## src/rtl/regfile_sequencer_pkg.sv

```systemverilog
// Shared definitions for the register-file sequencer.
// Holds the default datapath widths, the instruction kind codes seen on
// instr_kind and the controller state encoding, plus a small helper that
// maps an accepted instruction kind onto the first state of its sequence.
package regfile_sequencer_pkg;

   localparam int DEF_WORD_SIZE     = 16;
   localparam int DEF_REG_ADDR_SIZE = 3;
   localparam int REG_NUM           = 1 << DEF_REG_ADDR_SIZE;

   typedef enum logic [1:0] {
      KIND_ALU   = 2'b00,
      KIND_LOADI = 2'b01,
      KIND_CLEAR = 2'b10,
      KIND_MOVE  = 2'b11
   } kind_e;

   typedef enum logic [2:0] {
      ST_INIT    = 3'd0,
      ST_IDLE    = 3'd1,
      ST_READ    = 3'd2,
      ST_CAPTURE = 3'd3,
      ST_EXEC    = 3'd4,
      ST_WRITE   = 3'd5,
      ST_CLEAR   = 3'd6
   } state_e;

   // ALU and MOVE both need their sources read first; LOADI goes straight
   // to the write-back and CLEAR has its own single-cycle state.
   function automatic state_e kindToState(input kind_e kind);
      state_e firstState;
      case (kind)
         KIND_ALU:   firstState = ST_READ;
         KIND_MOVE:  firstState = ST_READ;
         KIND_LOADI: firstState = ST_WRITE;
         KIND_CLEAR: firstState = ST_CLEAR;
         default:    firstState = ST_IDLE;
      endcase
      return firstState;
   endfunction

endpackage

```

## src/rtl/regfile_sequencer.sv

```systemverilog
// regfile_sequencer
// Per-instruction controller between instruction decode and the register
// file / ALU. Accepts one decoded instruction in IDLE, reads its sources,
// hands operands to the ALU, and writes the destination back, pulsing
// retire when the instruction completes.
//
// Ports:
//   clock, reset_n            clock and asynchronous active-low reset
//   instr_valid/instr_ready   handshake with decode (ready only in IDLE)
//   instr_kind/func/dst/src1/src2/imm   decoded instruction fields
//   rf_num1, rf_num2          register file addresses (num1 shared read/write)
//   rf_get/set/reset_enable   register file strobes
//   rf_set_val                register file write data
//   rf_out1, rf_out2          registered read data (one cycle after get)
//   alu_valid/alu_done        ALU handshake, valid held until done
//   alu_func, alu_a, alu_b    latched function code and operands
//   alu_result                ALU result, captured on alu_done
//   retire, retire_count      completion pulse and wrapping completion count
module regfile_sequencer
   import regfile_sequencer_pkg::*;
#(
   parameter int WORD_SIZE     = DEF_WORD_SIZE,
   parameter int REG_ADDR_SIZE = DEF_REG_ADDR_SIZE,
   parameter int ALU_FUNC_SIZE = 4,
   parameter int COUNT_SIZE    = 16
) (
   input  logic                     clock,
   input  logic                     reset_n,
   input  logic                     instr_valid,
   output logic                     instr_ready,
   input  logic [1:0]               instr_kind,
   input  logic [ALU_FUNC_SIZE-1:0] instr_func,
   input  logic [REG_ADDR_SIZE-1:0] instr_dst,
   input  logic [REG_ADDR_SIZE-1:0] instr_src1,
   input  logic [REG_ADDR_SIZE-1:0] instr_src2,
   input  logic [WORD_SIZE-1:0]     instr_imm,
   output logic [REG_ADDR_SIZE-1:0] rf_num1,
   output logic [REG_ADDR_SIZE-1:0] rf_num2,
   output logic                     rf_get_enable,
   output logic                     rf_set_enable,
   output logic                     rf_reset_enable,
   output logic [WORD_SIZE-1:0]     rf_set_val,
   input  logic [WORD_SIZE-1:0]     rf_out1,
   input  logic [WORD_SIZE-1:0]     rf_out2,
   output logic                     alu_valid,
   output logic [ALU_FUNC_SIZE-1:0] alu_func,
   output logic [WORD_SIZE-1:0]     alu_a,
   output logic [WORD_SIZE-1:0]     alu_b,
   input  logic                     alu_done,
   input  logic [WORD_SIZE-1:0]     alu_result,
   output logic                     retire,
   output logic [COUNT_SIZE-1:0]    retire_count
);

   state_e                   state_q, state_d;
   logic                     initArmed_q;
   kind_e                    kind_q;
   logic [ALU_FUNC_SIZE-1:0] func_q;
   logic [REG_ADDR_SIZE-1:0] dst_q, src1_q, src2_q;
   logic [WORD_SIZE-1:0]     imm_q;
   logic [WORD_SIZE-1:0]     aluA_q, aluB_q;
   logic [WORD_SIZE-1:0]     result_q;
   logic [COUNT_SIZE-1:0]    retireCount_q;

   // State register. Reset parks the controller in INIT so that every
   // strobe is low while reset_n is held and the abandoned instruction
   // can never reach its write-back.
   always_ff @(posedge clock or negedge reset_n) begin
      if (!reset_n) begin
         state_q <= ST_INIT;
      end else begin
         state_q <= state_d;
      end
   end

   // INIT spends its first post-reset cycle with all outputs low, then
   // arms; the armed cycle is the one full-cycle register-file clear.
   // Without this, the clear would only last from the asynchronous
   // release to the next edge, i.e. a fraction of a cycle.
   always_ff @(posedge clock or negedge reset_n) begin
      if (!reset_n) begin
         initArmed_q <= 1'b0;
      end else begin
         initArmed_q <= 1'b1;
      end
   end

   // Next-state and strobe decode. All outputs are Moore functions of the
   // current state; everything defaults low so each state only names the
   // strobes it raises. READ and WRITE are distinct states, so get and set
   // can never coincide, and a dst that matches a source is always read
   // before it is overwritten.
   always_comb begin
      state_d         = state_q;
      instr_ready     = 1'b0;
      rf_get_enable   = 1'b0;
      rf_set_enable   = 1'b0;
      rf_reset_enable = 1'b0;
      rf_num1         = '0;
      rf_num2         = '0;
      rf_set_val      = '0;
      alu_valid       = 1'b0;
      retire          = 1'b0;
      case (state_q)
         ST_INIT: begin
            if (initArmed_q) begin
               rf_reset_enable = 1'b1;
               state_d         = ST_IDLE;
            end
         end
         ST_IDLE: begin
            instr_ready = 1'b1;
            if (instr_valid) begin
               state_d = kindToState(kind_e'(instr_kind));
            end
         end
         ST_READ: begin
            rf_get_enable = 1'b1;
            rf_num1       = src1_q;
            rf_num2       = src2_q;
            state_d       = ST_CAPTURE;
         end
         ST_CAPTURE: begin
            state_d = (kind_q == KIND_MOVE) ? ST_WRITE : ST_EXEC;
         end
         ST_EXEC: begin
            alu_valid = 1'b1;
            if (alu_done) begin
               state_d = ST_WRITE;
            end
         end
         ST_WRITE: begin
            rf_set_enable = 1'b1;
            rf_num1       = dst_q;
            retire        = 1'b1;
            state_d       = ST_IDLE;
            case (kind_q)
               KIND_ALU:   rf_set_val = result_q;
               KIND_LOADI: rf_set_val = imm_q;
               KIND_MOVE:  rf_set_val = aluA_q;
               default:    rf_set_val = '0;
            endcase
         end
         ST_CLEAR: begin
            rf_reset_enable = 1'b1;
            retire          = 1'b1;
            state_d         = ST_IDLE;
         end
         default: begin
            state_d = ST_INIT;
         end
      endcase
   end

   // Instruction field latch. Fields are captured only on the accepting
   // IDLE cycle so decode is free to change its outputs afterwards.
   always_ff @(posedge clock or negedge reset_n) begin
      if (!reset_n) begin
         kind_q <= KIND_ALU;
         func_q <= '0;
         dst_q  <= '0;
         src1_q <= '0;
         src2_q <= '0;
         imm_q  <= '0;
      end else if (state_q == ST_IDLE && instr_valid) begin
         kind_q <= kind_e'(instr_kind);
         func_q <= instr_func;
         dst_q  <= instr_dst;
         src1_q <= instr_src1;
         src2_q <= instr_src2;
         imm_q  <= instr_imm;
      end
   end

   // Operand capture. The register file answers one cycle after the READ
   // strobe, so CAPTURE is where rf_out is valid. The operands then stay
   // untouched for the whole EXEC wait; MOVE reuses alu_a as its data.
   always_ff @(posedge clock or negedge reset_n) begin
      if (!reset_n) begin
         aluA_q <= '0;
         aluB_q <= '0;
      end else if (state_q == ST_CAPTURE) begin
         aluA_q <= rf_out1;
         aluB_q <= rf_out2;
      end
   end

   // Result capture. alu_done is only honoured in EXEC; a stray done in
   // any other state has no effect on the result or the sequence.
   always_ff @(posedge clock or negedge reset_n) begin
      if (!reset_n) begin
         result_q <= '0;
      end else if (state_q == ST_EXEC && alu_done) begin
         result_q <= alu_result;
      end
   end

   // Retired-instruction counter, stepped on every retire pulse and left
   // to wrap naturally at its width.
   always_ff @(posedge clock or negedge reset_n) begin
      if (!reset_n) begin
         retireCount_q <= '0;
      end else if (state_q == ST_WRITE || state_q == ST_CLEAR) begin
         retireCount_q <= retireCount_q + COUNT_SIZE'(1);
      end
   end

   assign alu_func     = func_q;
   assign alu_a        = aluA_q;
   assign alu_b        = aluB_q;
   assign retire_count = retireCount_q;

endmodule

```

## config.mk

```make
export PLATFORM = sky130hd
export DESIGN_NAME = regfile_sequencer
export DESIGN_NICKNAME = d
export VERILOG_FILES = /design/src/rtl/regfile_sequencer_pkg.sv /design/src/rtl/regfile_sequencer.sv
export SDC_FILE = /design/constraint.sdc
export NUM_CORES = 1
export LEC_CHECK = 0
export BUFFER_PORTS_ARGS = -buffer_cell sky130_fd_sc_hd__buf_4
export CORE_MARGIN = 4
export CORE_UTILIZATION = 50
export CTS_CLUSTER_SIZE = 24
export DETAILED_ROUTE_END_ITERATION = 6
export PLACE_DENSITY = 0.83
export SLEW_MARGIN = 20
export SYNTH_ARGS = -nofsm -noshare
export SYNTH_HDL_FRONTEND = slang
export SYNTH_SLANG_ARGS = --single-unit
```

## constraint.sdc

```tcl
create_clock -name clock -period 2.4 [get_ports clock]
set_input_delay 0.48 -clock clock [delete_from_list [all_inputs] [get_ports clock]]
set_output_delay 0.48 -clock clock [all_outputs]
set_load 0.02 [all_outputs]
```

==> impl_results.md, run 1 <==
* Max_cap viols at 0
* Worst Tran Pin Value at a little over 0.6 ns
* Fraction of layout cells with a size suffix above 1 at between 50% and 60%
* Area contributors post-synth: dfrtp_1, mux2_2, mux2i_1
* Die W at roughly 100 um
* Unrepaired setup endpoints after global routing: false
* Seq cells post-synth at 99
* Antenna Nets Post-Route at 0
* Max H-tree Level at 3
* Clock transition at path regs at about 0.1 ns
* Commonest non-fill, non-tap cell in the layout: buf_4
* Nets at 593
* CORE AREA at about 8600 sq um
* Clock root cell: clkbuf_8
* Tightest Hold Check Type: input port to flop
* Postcts setup bufs at 0
* DRC at 0
* Area share of the largest cell type after synthesis at about 56%
* Vias in the first global route at 3368
* Final Wtd Congestion at ~0.84
* Sw Share at around 37%
* Total Wirelength at approximately 11 mm
* Setup TNS at 0 ns
* Most used cells in the layout excluding fill and tap cells: buf_4, dfrtp_1, mux2_2, nor2_1
* CTS max path bufs at 2
* Clock Power Share at 15.9%
* Pre-Repair DR Iteration Count at 4
* Syn avg cell area at between 10 and 15 sq um
* Syn Nets at about 430
* Final period util at around nine tenths
* Net Sw Power at between 2 and 3 mW
* Sequential share of the synthesized area at between 50% and 60%
* Power per cell area at between 1000 and 1500 nW/um^2
* Max VDD drop at between 0.0005 and 0.0006 V
* TritonCTS Buffers at 9
* Clk_lat worst skew at 0.36 ns
* Max-slew violations at 0
* Via density at 5.23
* Setup violators final at 0
* Outcome: completed
* Leakage power at roughly 2.9 nW
* Design Area, Final at around 6000 sq um
* First-pass GRT wire length at 16.6 mm
* Hold_ws at between 0.3 and 0.4 ns
* Critical path required time at ~1.9 ns
* Largest net degree at the start of global routing at 51
* Die area at between 10000 and 15000 sq um
* Fmax at about 460 MHz
* Row count at 34
* CP arrival at 1.72 ns
* Synth Cell Area at 4420 sq um
* Worst Skew at about 0.013 ns
* Slew HR at between 50 and 60%
* P_int at 4.77 mW
* Setup crit start kind: flop
* Placed cell areas at between 5000 and 6000 sq um
* Ports at 163
* Initial antenna violation count at 0
* Layout area overhead at 35.4%
* Detailed-route via count at between 3000 and 4000
* Final Hold Fails at 0
* # clock sinks at 99
* GRT Resource Usage Total at about a fifth
* Crit end category: primary output
* Final min period at ~2.2 ns
* Largest area contributor in the netlist: dfrtp_1
* Die Y at roughly 100 um
* Ant. Diodes at 0
* Sequential Power Share at between 30% and 40%
* Initial Util at slightly above 50%
* GRT Residual Overflow at 0
* DRT iter0 DRCs at just over 80
* TritonCTS clock tree: yes
* Input/output buffers at ~160
* Comb pwr share at between 40 and 50%
* Distinct cells, synth at 37
* Synth warn at 0
* DP HPWL at roughly 8.0 mm
* Maximum net fanout on the critical path at 16
* Post-Synthesis Cells at approximately 340
* Routed len/inst at ~17 um
* Crit path kind: flop to primary output
final timing paths:
path	start	end	slack, ns	depth (start not counted)
max	state_q[2]	rf_set_val[11]	0.20	4
max reg2reg	state_q[2]	dst_q[0]	0.44	4
min reg2reg	retire_count[15]	retire_count[15]	0.48	1
min	instr_imm[4]	imm_q[4]	0.34	2
min in group asynchronous	reset_n	alu_b[15]	0.54	2
max in group asynchronous	reset_n	alu_func[0]	1.18	3
synthesized netlist by cell type (all sizes together):
cell,count
a21boi,1
nor2,36
conb,1
xor2,4
and2b,1
nand4,8
nand3b,2
nor3,1
and4,1
or3,1
a31oi,1
o21ai,2
o21bai,1
inv,5
o22ai,1
mux2i,17
nor2b,1
and3,3
ha,3
buf,16
nand3,2
nor3b,3
a21oi,17
a22o,4
and2,6
a21o,1
nand2,9
clkbuf,4
dfrtp,99
xnor2,12
mux2,80
layout make-up:
cell class,instances,area (sq um)
sequential,99,2480
fill,640,2660
multi-input combinational,219,1810
timing repair buffer,173,1310
inverter,5,18.8
clock inverter,6,87.6
tap,108,135
clock buffer,10,138
power by group through the flow:
stage	clock network, mW	logic, mW	registers [mW]
4_1_cts	1.23	3.45	2.93
3_3_place_gp	0	3.37	2.91
5_1_grt	1.30	3.69	3.04
2_1_floorplan	0	1.87	3.24
6_report	1.20	3.41	2.94
3_5_place_dp	0	3.44	2.96
stage by stage:
| step | util (%) | worst slack (ns) | power (mW) | instances |
|---|---|---|---|---|
| final | 69.3 | 0.202 | 7.55 | 620 |
| after global routing | 69.3 | 0.0796 | 8.03 | 620 |
| after CTS | 69.2 | 0.103 | 7.60 | 620 |
| after detailed placement | 66.4 | 0.476 | 6.40 | 603 |
| after global placement | 66.4 | 0.581 | 6.28 | 603 |
| after floorplan | - | 0.467 | 5.10 | 343 |
critical path, cell delays in order (launching register included):
cell,delay [ns]
dfrtp_1,0.61
nand3b_1,0.19
buf_4,0.24
nor2_1,0.15
buf_4,0.16
repair_timing:
| action | in CTS | in global routing |
|---|---|---|
| resized for setup | 0 | 2 |
| endpoints found under the hold margin | 18 | 0 |
| endpoints found under the setup margin | 0 | 4 |
| hold buffers | 1 | 0 |
sequential cells by signal, indices dropped and copies added, names as in the netlist:
| register | cells |
|---|---|
| state_q | 3 |
| retire_count | 16 |
| dst_q | 3 |
| src1_q | 3 |
| alu_b | 16 |
| result_q | 16 |
| kind_q | 2 |
| alu_a | 16 |
| src2_q | 3 |
| initArmed_q | 1 |
| alu_func | 4 |
| imm_q | 16 |
layer usage:
| metal | track usage [%] | routed length, um | share of wire (%) |
|---|---|---|---|
| met5 | 0 | 0 | 0 |
| met4 | 6.96 | 209 | 2.0 |
| met3 | 3.69 | 617 | 5.9 |
| met2 | 35.5 | 5540 | 53 |
| met1 | 25.5 | 4150 | 39 |
kinds of logic after synthesis:
family	Yosys count	synth area share, %
compound gates	28	3.74
fa+ha+maj	3	0.850
xor+xnor	16	3.34
other cells	1	0.0849
flops	99	56.1
mux	97	24.3
simple gates	74	8.56
buf+inv	25	3.06
(Power assumes the default switching activity.)
==> inputs of run 2 (changes only) <==
--- a/config.mk
+++ b/config.mk
@@ -5,12 +5,13 @@
 export SDC_FILE = /design/constraint.sdc
 export NUM_CORES = 1
 export LEC_CHECK = 0
+export ABC_AREA = 1
 export BUFFER_PORTS_ARGS = -buffer_cell sky130_fd_sc_hd__buf_4
 export CORE_MARGIN = 4
-export CORE_UTILIZATION = 50
+export CORE_UTILIZATION = 54
 export CTS_CLUSTER_SIZE = 24
 export DETAILED_ROUTE_END_ITERATION = 6
-export PLACE_DENSITY = 0.83
+export PLACE_DENSITY = 0.87
 export SLEW_MARGIN = 20
 export SYNTH_ARGS = -nofsm -noshare
 export SYNTH_HDL_FRONTEND = slang
==> impl_results.md, run 2 <==
* Outcome: completed (unchanged)
* Die area at 10400 sq um (about the same)
* Slew HR at 57.9% (was 59.5%)
* Input/output buffers at 162 (unchanged)
* Setup violators final at 0 (unchanged)
* R2R Path End: kind_q[0] (was dst_q[0])
* Setup crit start kind: flop (unchanged)
* Final Wtd Congestion at 0.850 (was 0.841)
* Syn Nets at 685 (was 429)
* Most used cells in the layout excluding fill and tap cells: nand2_1, buf_4, dfrtp_1, nand3_1, inv_1 (was buf_4, dfrtp_1, mux2_2, nor2_1)
* Worst Skew at 0.00997 ns (was 0.0134 ns)
* Pre-Repair DR Iteration Count at 6 (was 4)
* GRT Residual Overflow at 0 (unchanged)
* Fraction of layout cells with a size suffix above 1 at 28.6% (was 52.9%)
* Max VDD drop at 0.000751 V (was 0.000598 V)
* FF-to-FF Start: state_q[1] (was state_q[2])
* Share of flip-flops with an asynchronous set or reset at 100% (unchanged)
* CP arrival at 1.77 ns (was 1.72 ns)
* Fmax at 445 MHz (was 455 MHz)
* Routed len/inst at 14.6 um (was 17.0 um)
* Clock transition at path regs at 0.09 ns (was 0.10 ns)
* Leakage power at 3.54 nW (was 2.89 nW)
* Commonest non-fill, non-tap cell in the layout: nand2_1 (was buf_4)
* Unrepaired setup endpoints after global routing: false (unchanged)
* Detailed-route via count at 4453 (was 3244)
* Total Wirelength at 12.6 mm (was 10.5 mm)
* DRT iter0 DRCs at 191 (was 81)
* GRT Resource Usage Total at 24.9% (was 20.3%)
* Most frequent cell after synthesis: nand2_1 (was dfrtp_1)
* Layout area overhead at 31.3% (was 35.4%)
* Setup TNS at 0 ns (unchanged)
* First-pass GRT wire length at 20.6 mm (was 16.6 mm)
* Synth Cell Area at 4760 sq um (was 4420 sq um)
* Antenna Nets Post-Route at 0 (unchanged)
* Seq cells post-synth at 99 (unchanged)
* Tightest Hold Check Type: input port to asynchronous set/reset pin (was input port to flop)
* CORE AREA at 8380 sq um (was 8640 sq um)
* Final period util at 93.7% (was 91.6%)
* Prevailing post-synth register cell: dfrtp_1 (unchanged)
* Cts-stage hold buffer count at 0 (was 1)
* Initial Util at 56.8% (was 51.1%)
* Initial antenna violation count at 0 (unchanged)
* Row count at 33 (was 34)
* Max-slew violations at 0 (unchanged)
* Crit path kind: flop to primary output (unchanged)
* Synth warn at 0 (unchanged)
* Critical path required time at 1.92 ns (about the same)
* Worst Tran Pin Value at 0.632 ns (was 0.608 ns)
* Crit end category: primary output (unchanged)
* Distinct cells, synth at 32 (was 37)
* Ports at 163 (unchanged)
* Final min period at 2.25 ns (was 2.20 ns)
* Reg2Reg Depth at 6 (was 4)
* Sequential share of the synthesized area at 52.0% (was 56.1%)
* Post-Synthesis Cells at 599 (was 343)
* DRC at 0 (unchanged)
* Fillcell total at 634 (was 640)
* TritonCTS Buffers at 9 (unchanged)
* CTS-repair resized insts at 0 (unchanged)
* Syn avg cell area at 7.95 sq um (was 12.9 sq um)
* Die W at 102 um (about the same)
* Die Y at 102 um (about the same)
* Via density at 5.16 (was 5.23)
* Largest net degree at the start of global routing at 49 (was 51)
* Power per cell area at 1200 nW/um^2 (was 1260 nW/um^2)
* Max H-tree Level at 3 (unchanged)
* Placed cell areas at 5990 sq um (was 5740 sq um)
* DP HPWL at 9.43 mm (was 7.98 mm)
* Synth cell count leaders: nand2_1, dfrtp_1, nand3_1 (was dfrtp_1, mux2_2, nor2_1)
* Total power at 7.51 mW (was 7.55 mW)
* Maximum net fanout on the critical path at 15 (was 16)
* Design Area, Final at 6250 sq um (was 5980 sq um)
* R2R setup slack at 0.59 ns (was 0.44 ns)
* CTS max path bufs at 2 (unchanged)
* Max_cap viols at 0 (unchanged)
* Nets at 839 (was 593)
* Area contributors post-synth: dfrtp_1, nand2_1, nand3_1 (was dfrtp_1, mux2_2, mux2i_1)
* Ant. Diodes at 0 (unchanged)
* Clk_lat worst skew at 0.36 ns (about the same)
* # clock sinks at 99 (unchanged)
* Postcts setup bufs at 0 (unchanged)
* Non-filler cells in the finished layout at 863 (was 620)
* Final Hold Fails at 0 (unchanged)
* TritonCTS clock tree: yes (unchanged)
* Area share of the largest cell type after synthesis at 52.0% (was 56.1%)
* Placed insts at 847 (was 603)
* Clock root cell: clkbuf_8 (unchanged)
* Largest area contributor in the netlist: dfrtp_1 (unchanged)
* Vias in the first global route at 4420 (was 3368)
* Number of synthesized flops with an enable pin at 0 (unchanged)
## run 2: power breakdown
group | switching, mW | internal, mW
Clock | 0.574 | 0.728
Combinational | 2.02 | 1.27
Sequential | 0.543 | 2.36
## run 2: cell type report
class                   count  area, sq um  share of cell area (%)
clock inverters             5          108                    1.72
multi-input cells         428         1930                    30.8
flip-flops and latches     99         2480                    39.7
repair buffers            170         1290                    20.7
clock buffers              11          141                    2.26
well taps                 105          131                    2.10
inverters                  45          173                    2.76
## run 2: logic make-up after synthesis
family                   after synthesis  synth area share, %
XOR/XNOR                               8                 1.47
buffers and inverters                 72                 7.54
flip-flops                            99                 52.0
adder cells (fa/ha/maj)                3                0.788
AND/OR/NAND/NOR                      398                 35.7
AO/OA/AOI/OAI                         18                 2.44
other                                  1               0.0787
## run 2: worst max path at each step
stage	startpoint	to	slack [ns]	depth (start not counted)
6_report	state_q[1]	rf_num1[1]	0.15	6
5_1_grt	state_q[1]	rf_num1[0]	0.02	6
4_1_cts	state_q[2]	rf_num1[2]	0.03	5
3_5_place_dp	state_q[2]	rf_num1[2]	0.42	5
3_3_place_gp	state_q[2]	rf_num1[2]	0.53	5
2_1_floorplan	state_q[2]	rf_num2[0]	0.63	4
## run 2: critical path, stage by stage (launching register included)
cell	delay, ns
dfrtp_1	0.47
inv_2	0.15
nand3_2	0.11
inv_1	0.19
buf_6	0.20
a22o_1	0.16
buf_4	0.13
## run 2: stage by stage
stage / setup slack, ns / hold WS (ns) / util (%)
6_report: 0.151 / 0.126 / 74.6
5_1_grt: 0.0240 / 0.178 / 74.6
3_5_place_dp: 0.421 / 0.458 / 71.5
4_1_cts: 0.0288 / 0.144 / 74.5
2_1_floorplan: 0.631 / 0.184 / -
3_3_place_gp: 0.530 / 0.455 / 71.5
## run 2: metal layers
metal  track usage (%)  part of all wire, %  up-vias
li1                  -                    -     2155
met1              34.9                   43     2086
met2              39.2                   46      193
met3              4.98                  9.4       19
met4              8.17                  1.6        0
met5                 0                    0        -
